===== src/rtl/seq_loader_if.sv =====
// Stream and pair-delivery signals between the character feeder, seq_loader and the aligner.
// The master side drives characters and acks; the slave side is the loader.
interface seq_loader_if #(
    parameter int unsigned REF_LEN    = 15,
    parameter int unsigned QUERY_LEN  = 10,
    parameter int unsigned BASE_WIDTH = 2
);
    logic                              in_valid;
    logic                              in_ready;
    logic [7:0]                        in_char;
    logic                              in_last;
    logic [REF_LEN*BASE_WIDTH-1:0]     ref_seq;
    logic [QUERY_LEN*BASE_WIDTH-1:0]   query_seq;
    logic                              seq_valid;
    logic                              seq_ack;
    logic                              err_char;
    logic                              err_len;
    logic [7:0]                        pair_count;

    modport master (
        output in_valid, in_char, in_last, seq_ack,
        input  in_ready, ref_seq, query_seq, seq_valid, err_char, err_len, pair_count
    );

    modport slave (
        input  in_valid, in_char, in_last, seq_ack,
        output in_ready, ref_seq, query_seq, seq_valid, err_char, err_len, pair_count
    );
endinterface


===== src/rtl/seq_loader.sv =====
// Encodes an ASCII nucleotide stream into 2-bit bases and packs a reference/query pair
// for the aligner, discarding malformed frames and flagging character/length errors.
module seq_loader #(
    parameter int unsigned REF_LEN    = 15,
    parameter int unsigned QUERY_LEN  = 10,
    parameter int unsigned BASE_WIDTH = 2
) (
    input logic          clk,
    input logic          rst,
    seq_loader_if.slave  bus
);
    localparam int unsigned RefW   = REF_LEN * BASE_WIDTH;
    localparam int unsigned QryW   = QUERY_LEN * BASE_WIDTH;
    localparam int unsigned MaxLen = (REF_LEN > QUERY_LEN) ? REF_LEN : QUERY_LEN;
    localparam int unsigned CntW   = $clog2(MaxLen);

    typedef enum logic [1:0] {S_REF, S_QRY, S_FLUSH, S_DONE} state_t;

    state_t                 state;
    logic [CntW-1:0]        cnt;
    logic [RefW-1:0]        ref_seq;
    logic [QryW-1:0]        query_seq;
    logic                   seq_valid;
    logic                   err_char;
    logic                   err_len;
    logic [7:0]             pair_count;

    logic                   legal;
    logic [BASE_WIDTH-1:0]  code;
    logic                   xfer;
    logic                   at_end;

    always_comb begin
        legal = 1'b1;
        code  = '0;
        case (bus.in_char)
            "A", "a": code = BASE_WIDTH'(0);
            "T", "t": code = BASE_WIDTH'(1);
            "G", "g": code = BASE_WIDTH'(2);
            "C", "c": code = BASE_WIDTH'(3);
            default:  legal = 1'b0;
        endcase
    end

    assign xfer   = bus.in_valid && bus.in_ready;
    assign at_end = (state == S_REF) ? (cnt == CntW'(REF_LEN - 1))
                                     : (cnt == CntW'(QUERY_LEN - 1));

    always_ff @(posedge clk or posedge rst) begin
        if (rst) begin
            state      <= S_REF;
            cnt        <= '0;
            ref_seq    <= '0;
            query_seq  <= '0;
            seq_valid  <= 1'b0;
            err_char   <= 1'b0;
            err_len    <= 1'b0;
            pair_count <= '0;
        end else begin
            err_char <= 1'b0;
            err_len  <= 1'b0;
            case (state)
                S_REF, S_QRY: begin
                    if (xfer) begin
                        if (!legal) begin
                            err_char <= 1'b1;
                            // A framing marker on a bad character still ends the frame.
                            if (bus.in_last) begin
                                err_len <= 1'b1;
                                cnt     <= '0;
                                state   <= S_REF;
                            end
                        end else begin
                            if (state == S_REF) begin
                                ref_seq <= {ref_seq[RefW-BASE_WIDTH-1:0], code};
                            end else begin
                                query_seq <= {query_seq[QryW-BASE_WIDTH-1:0], code};
                            end
                            if (at_end) begin
                                cnt <= '0;
                                if (!bus.in_last) begin
                                    err_len <= 1'b1;
                                    state   <= S_FLUSH;
                                end else if (state == S_REF) begin
                                    state <= S_QRY;
                                end else begin
                                    state     <= S_DONE;
                                    seq_valid <= 1'b1;
                                end
                            end else if (bus.in_last) begin
                                err_len <= 1'b1;
                                cnt     <= '0;
                                state   <= S_REF;
                            end else begin
                                cnt <= cnt + CntW'(1);
                            end
                        end
                    end
                end
                S_FLUSH: begin
                    if (xfer && bus.in_last) begin
                        state <= S_REF;
                        cnt   <= '0;
                    end
                end
                S_DONE: begin
                    if (bus.seq_ack) begin
                        state      <= S_REF;
                        cnt        <= '0;
                        seq_valid  <= 1'b0;
                        pair_count <= pair_count + 8'd1;
                    end
                end
                default: state <= S_REF;
            endcase
        end
    end

    assign bus.in_ready   = !rst && (state != S_DONE);
    assign bus.ref_seq    = ref_seq;
    assign bus.query_seq  = query_seq;
    assign bus.seq_valid  = seq_valid;
    assign bus.err_char   = err_char;
    assign bus.err_len    = err_len;
    assign bus.pair_count = pair_count;
endmodule


===== src/flat_wrapper.sv =====
// flat-port wrapper written by rule: the top's interface ports become plain ports
module seq_loader_flat 
#(
    parameter int unsigned REF_LEN    = 15,
    parameter int unsigned QUERY_LEN  = 10,
    parameter int unsigned BASE_WIDTH = 2
)
  (clk, rst, bus_in_valid, bus_in_char, bus_in_last, bus_seq_ack, bus_in_ready, bus_ref_seq, bus_query_seq, bus_seq_valid, bus_err_char, bus_err_len, bus_pair_count);
  seq_loader_if #(.REF_LEN(REF_LEN), .QUERY_LEN(QUERY_LEN), .BASE_WIDTH(BASE_WIDTH)) bus_i ();
  input logic clk;
  input logic rst;
  input wire logic [$bits(bus_i.in_valid)-1:0] bus_in_valid;
  input wire logic [$bits(bus_i.in_char)-1:0] bus_in_char;
  input wire logic [$bits(bus_i.in_last)-1:0] bus_in_last;
  input wire logic [$bits(bus_i.seq_ack)-1:0] bus_seq_ack;
  output wire logic [$bits(bus_i.in_ready)-1:0] bus_in_ready;
  output wire logic [$bits(bus_i.ref_seq)-1:0] bus_ref_seq;
  output wire logic [$bits(bus_i.query_seq)-1:0] bus_query_seq;
  output wire logic [$bits(bus_i.seq_valid)-1:0] bus_seq_valid;
  output wire logic [$bits(bus_i.err_char)-1:0] bus_err_char;
  output wire logic [$bits(bus_i.err_len)-1:0] bus_err_len;
  output wire logic [$bits(bus_i.pair_count)-1:0] bus_pair_count;
  assign bus_i.in_valid = bus_in_valid;
  assign bus_i.in_char = bus_in_char;
  assign bus_i.in_last = bus_in_last;
  assign bus_i.seq_ack = bus_seq_ack;
  assign bus_in_ready = bus_i.in_ready;
  assign bus_ref_seq = bus_i.ref_seq;
  assign bus_query_seq = bus_i.query_seq;
  assign bus_seq_valid = bus_i.seq_valid;
  assign bus_err_char = bus_i.err_char;
  assign bus_err_len = bus_i.err_len;
  assign bus_pair_count = bus_i.pair_count;
  seq_loader #(.REF_LEN(REF_LEN), .QUERY_LEN(QUERY_LEN), .BASE_WIDTH(BASE_WIDTH)) u_core (.clk(clk), .rst(rst), .bus(bus_i));
endmodule

===== config.mk =====
export PLATFORM = sky130hd
export DESIGN_NAME = seq_loader_flat
export DESIGN_NICKNAME = d
export VERILOG_FILES = /design/src/rtl/seq_loader_if.sv /design/src/rtl/seq_loader.sv /design/src/flat_wrapper.sv
export SDC_FILE = /design/constraint.sdc
export NUM_CORES = 1
export LEC_CHECK = 0
export BUFFER_PORTS_ARGS = -buffer_cell sky130_fd_sc_hd__buf_2
export CORE_ASPECT_RATIO = 1.25
export CORE_UTILIZATION = 33
export DETAILED_ROUTE_END_ITERATION = 8
export PLACE_DENSITY_LB_ADDON = 0.12
export RECOVER_POWER = 100
export SLEW_MARGIN = 5
export SYNTH_ARGS = -nofsm -noshare
export SYNTH_HDL_FRONTEND = slang
export SYNTH_SLANG_ARGS = --single-unit
export TNS_END_PERCENT = 50

===== constraint.sdc =====
create_clock -name clk -period 3 [get_ports clk]
set_input_delay 0.6 -clock clk [delete_from_list [all_inputs] [get_ports clk]]
set_output_delay 0.6 -clock clk [all_outputs]
set_load 0.05 [all_outputs]

==> impl_metrics.yaml <==
floorplanning:
  core_area_um2: 8290
  design.die.area_um2: 9020
  ios: 75
  die_w_um: 85.2
  initial_core_util_pct: 34.4
  die_h_um: 106
  num_rows: 37
cells_and_area:
  area_growth_pct: 18.1
  final_common_cell: "dfrtp_1"
  fin_nets: 300
  diodes: 0
  drive_gt1_share_pct: 27.2
  multi_input_area_um2: 1070
  final_cell_mix: "67 x dfrtp_1, 64 x clkbuf_1, 49 x mux2_2"
  seqCellArea_um2: 1680
  fill_cells: 854
  utilization_pct: 40.7
sta:
  hold_violations: 0
  finalCritPeriodShare_pct: 70.2
  clock_skew_ns: 0.00908
  max_freq_mhz: 475
  fin_crit_ns: 2.11
  fin_hold_ws_ns: 0.446
  relSlewSlack_pct: 45.0
  setup_tns_ns: 0
  fin_ws_ns: 0.895
  rsz0062_at_grt: "false"
  setup_violations: 0
  worst_pin_slew_ns: 0.824
  report.final.slew_viol_count: 0
drt:
  drc: 0
  drt_first_iter_violations: 84
  drt-total-wl_um: 5500
  route.antenna.remaining_nets: 0
  via_count: 1907
  post_drt_wl_per_cell_um: 14.2
  drt-pass1-iter-count: 4
  via_per_inst: 4.93
clocking:
  post-cts-setup-buffers: 0
  ctsHoldBuffers: 0
  clk_latency_ns: 0.34
  cts_buffer_depth: 2
  clock-root-buffer: "clkbuf_8"
  clk_transition_reported_paths_ns: 0.07
  tritoncts: "built"
  cts_buffers: 9
  cts_resized: 0
  htreeDepth: 3
  numClockSinks: 67
grt:
  grt_pass1_wl_um: 8960
  grt.total_usage_pct: 13.0
  grt_pass1_vias: 1860
  antenna_found_initial: 0
  grt_start_max_net_pins: 31
  grt-ovfl-total: 0
pwr:
  p_sw_share_pct: 23.6
  clockPowerShare_pct: 40.5
  p_leak_nw: 1.66
  max-vdd-ir-drop_mv: 0.182
  seqPwrFrac_pct: 54.9
  p_comb_share_pct: 4.5
  power.total_mw: 1.66
  internal-power_mw: 1.27
  p_per_area_nw_per_um2: 493
  p_switching_mw: 0.393
setup_path:
  critPathLaunchType: "input pin"
  cp_slowest_cell: "nor2_1"
  r2r-end: "u_core.state[1]$_DFFE_PP0P_"
  end_kind: "flip-flop"
  crit_chain: "buf_2 > nand4bb_1 > a21boi_0 > nor2_1 > nand3_1 > buf_4 > mux2_2"
  rr_startpoint: "u_core.state[1]$_DFFE_PP0P_"
  worst_r2r_path_depth: 5
  critical_path_class: "input pin to flip-flop"
  path_max_fanout: 30
  crit_arrival_ns: 2.32
  required_ns: 3.22
  r2r_slack_ns: 0.90
  slowest_delay_ns: 0.50
synth:
  post_synth.cell_area_avg_um2: 13.8
  synthesis.nets: 222
  ys_seq_area_share_pct: 58.8
  synthesis.area_um2: 2850
  yosys.area_share.xor_xnor_pct: 2.46
  synth-main-ff-cell: "dfrtp_1"
  synth_top_family_by_area: "multiplexers"
  synth_edf_count: 0
  synth_top_area_cell: "dfrtp_1"
  synth.area.mux_share_pct: 19.3
  synth_cells: 207
  synth-seq-cells: 67
  synth_simple_gate_area_share_pct: 9.74
  ys_warn_count: 0
  async_flop_share_pct: 100
  yosysTopAreaCellShare_pct: 58.8
  synthDistinctLibCells: 40
  synthTopCellsByArea: "dfrtp_1 59%, mux2_2 19%, xnor2_1 2.1%"
  synth_compound_area_share_pct: 6.18
  synth_fa_ha_area_share_pct: 0.877
placement:
  portBuffers: 73
  pre_cts_ws_ns: 0.803
  place_congestion: 0.801
  dp_hpwl_um: 3880
status:
  status: "finished clean"
run:
  drv_cap: 0
worst_hold_path:
  hold_path.class: "input pin to asynchronous set/reset pin"
-- worst max-delay path: cells and delay by family --
family | cells | cell delay, ns
simple gates | 3 | 0.82
buf+inv | 2 | 0.39
compound gates | 1 | 0.18
mux | 1 | 0.31
-- cells by family after synthesis --
kind of cell	Yosys count
DFF	67
muxes	49
and+or+nand+nor	47
AOI/OAI and AO/OA	22
buffers and inverters	12
xor gates and xnor gates	8
adders and majority gates	2
-- how the worst max path moves through the flow --
stage | start | endpoint | slack (ns) | cells past startpoint
3_3_place_gp | bus_in_char[1] | u_core.bus.ref_seq[27]$_DFFE_PP0P_ | 0.81 | 7
3_5_place_dp | bus_in_char[1] | u_core.bus.ref_seq[22]$_DFFE_PP0P_ | 0.80 | 7
5_1_grt | u_core.state[1]$_DFFE_PP0P_ | u_core.state[1]$_DFFE_PP0P_ | 0.73 | 5
4_1_cts | u_core.state[1]$_DFFE_PP0P_ | bus_in_ready | 1.08 | 2
2_1_floorplan | rst | u_core.bus.err_char$_DFF_PP0_ | 0.72 | 1
6_report | bus_in_char[1] | u_core.bus.ref_seq[25]$_DFFE_PP0P_ | 0.89 | 7
-- through the flow --
stage | cell area [µm²] | std cells
after floorplan | 2850 | 207
after global placement | 3300 | 371
after detailed placement | 3300 | 371
after CTS | 3480 | 387
after global routing | 3370 | 387
final | 3370 | 387
-- power by group through the flow --
stage          combinational [mW]  clock [mW]  sequential (mW)
3_3_place_gp               0.0814           0            0.930
4_1_cts                    0.0819       0.695            0.913
5_1_grt                    0.0841       0.737            0.913
2_1_floorplan              0.0406           0            0.944
6_report                   0.0753       0.674            0.913
3_5_place_dp               0.0819           0            0.931
-- layout make-up --
| cell class | instances | share of cell area, % |
|---|---|---|
| clock buffers | 12 | 4.60 |
| inverters | 2 | 0.223 |
| well taps | 97 | 3.60 |
| flip-flops and latches | 67 | 49.8 |
| multi-input cells | 128 | 31.7 |
| clock inverters | 4 | 0.743 |
| repair buffers | 77 | 9.39 |
-- cell usage after synthesis (2+ instances only) --
cell      count
buf_2         6
a31oi_1       2
dfrtp_1      67
and3_1        4
inv_1         2
o21ai_0       2
nand2_1       6
buf_6         3
a32o_1        4
mux2_2       49
nand3_1       3
nand2b_1      5
nor2b_1       3
xnor2_1       7
ha_1          2
a21oi_1       4
nand4_1       4
nor3_1        2
nor2_1       11
-- flip-flops by register name (all words and copies together), names as in the netlist --
signal and count:
u_core.bus.ref_seq 30, u_core.bus.query_seq 20, u_core.bus.pair_count 8, u_core.cnt 4, u_core.state 2, u_core.bus.err_char 1
u_core.bus.err_len 1, u_core.bus.seq_valid 1
-- layer usage --
| layer | up-vias | global-route usage, % | routed length, µm |
|---|---|---|---|
| met2 | 53 | 20.6 | 2590 |
| li1 | 905 | - | - |
| met1 | 936 | 15.8 | 2480 |
| met5 | - | 0 | 0 |
| met3 | 13 | 3.80 | 269 |
| met4 | 0 | 7.26 | 149 |
Power figures use the tool's default switching activity.
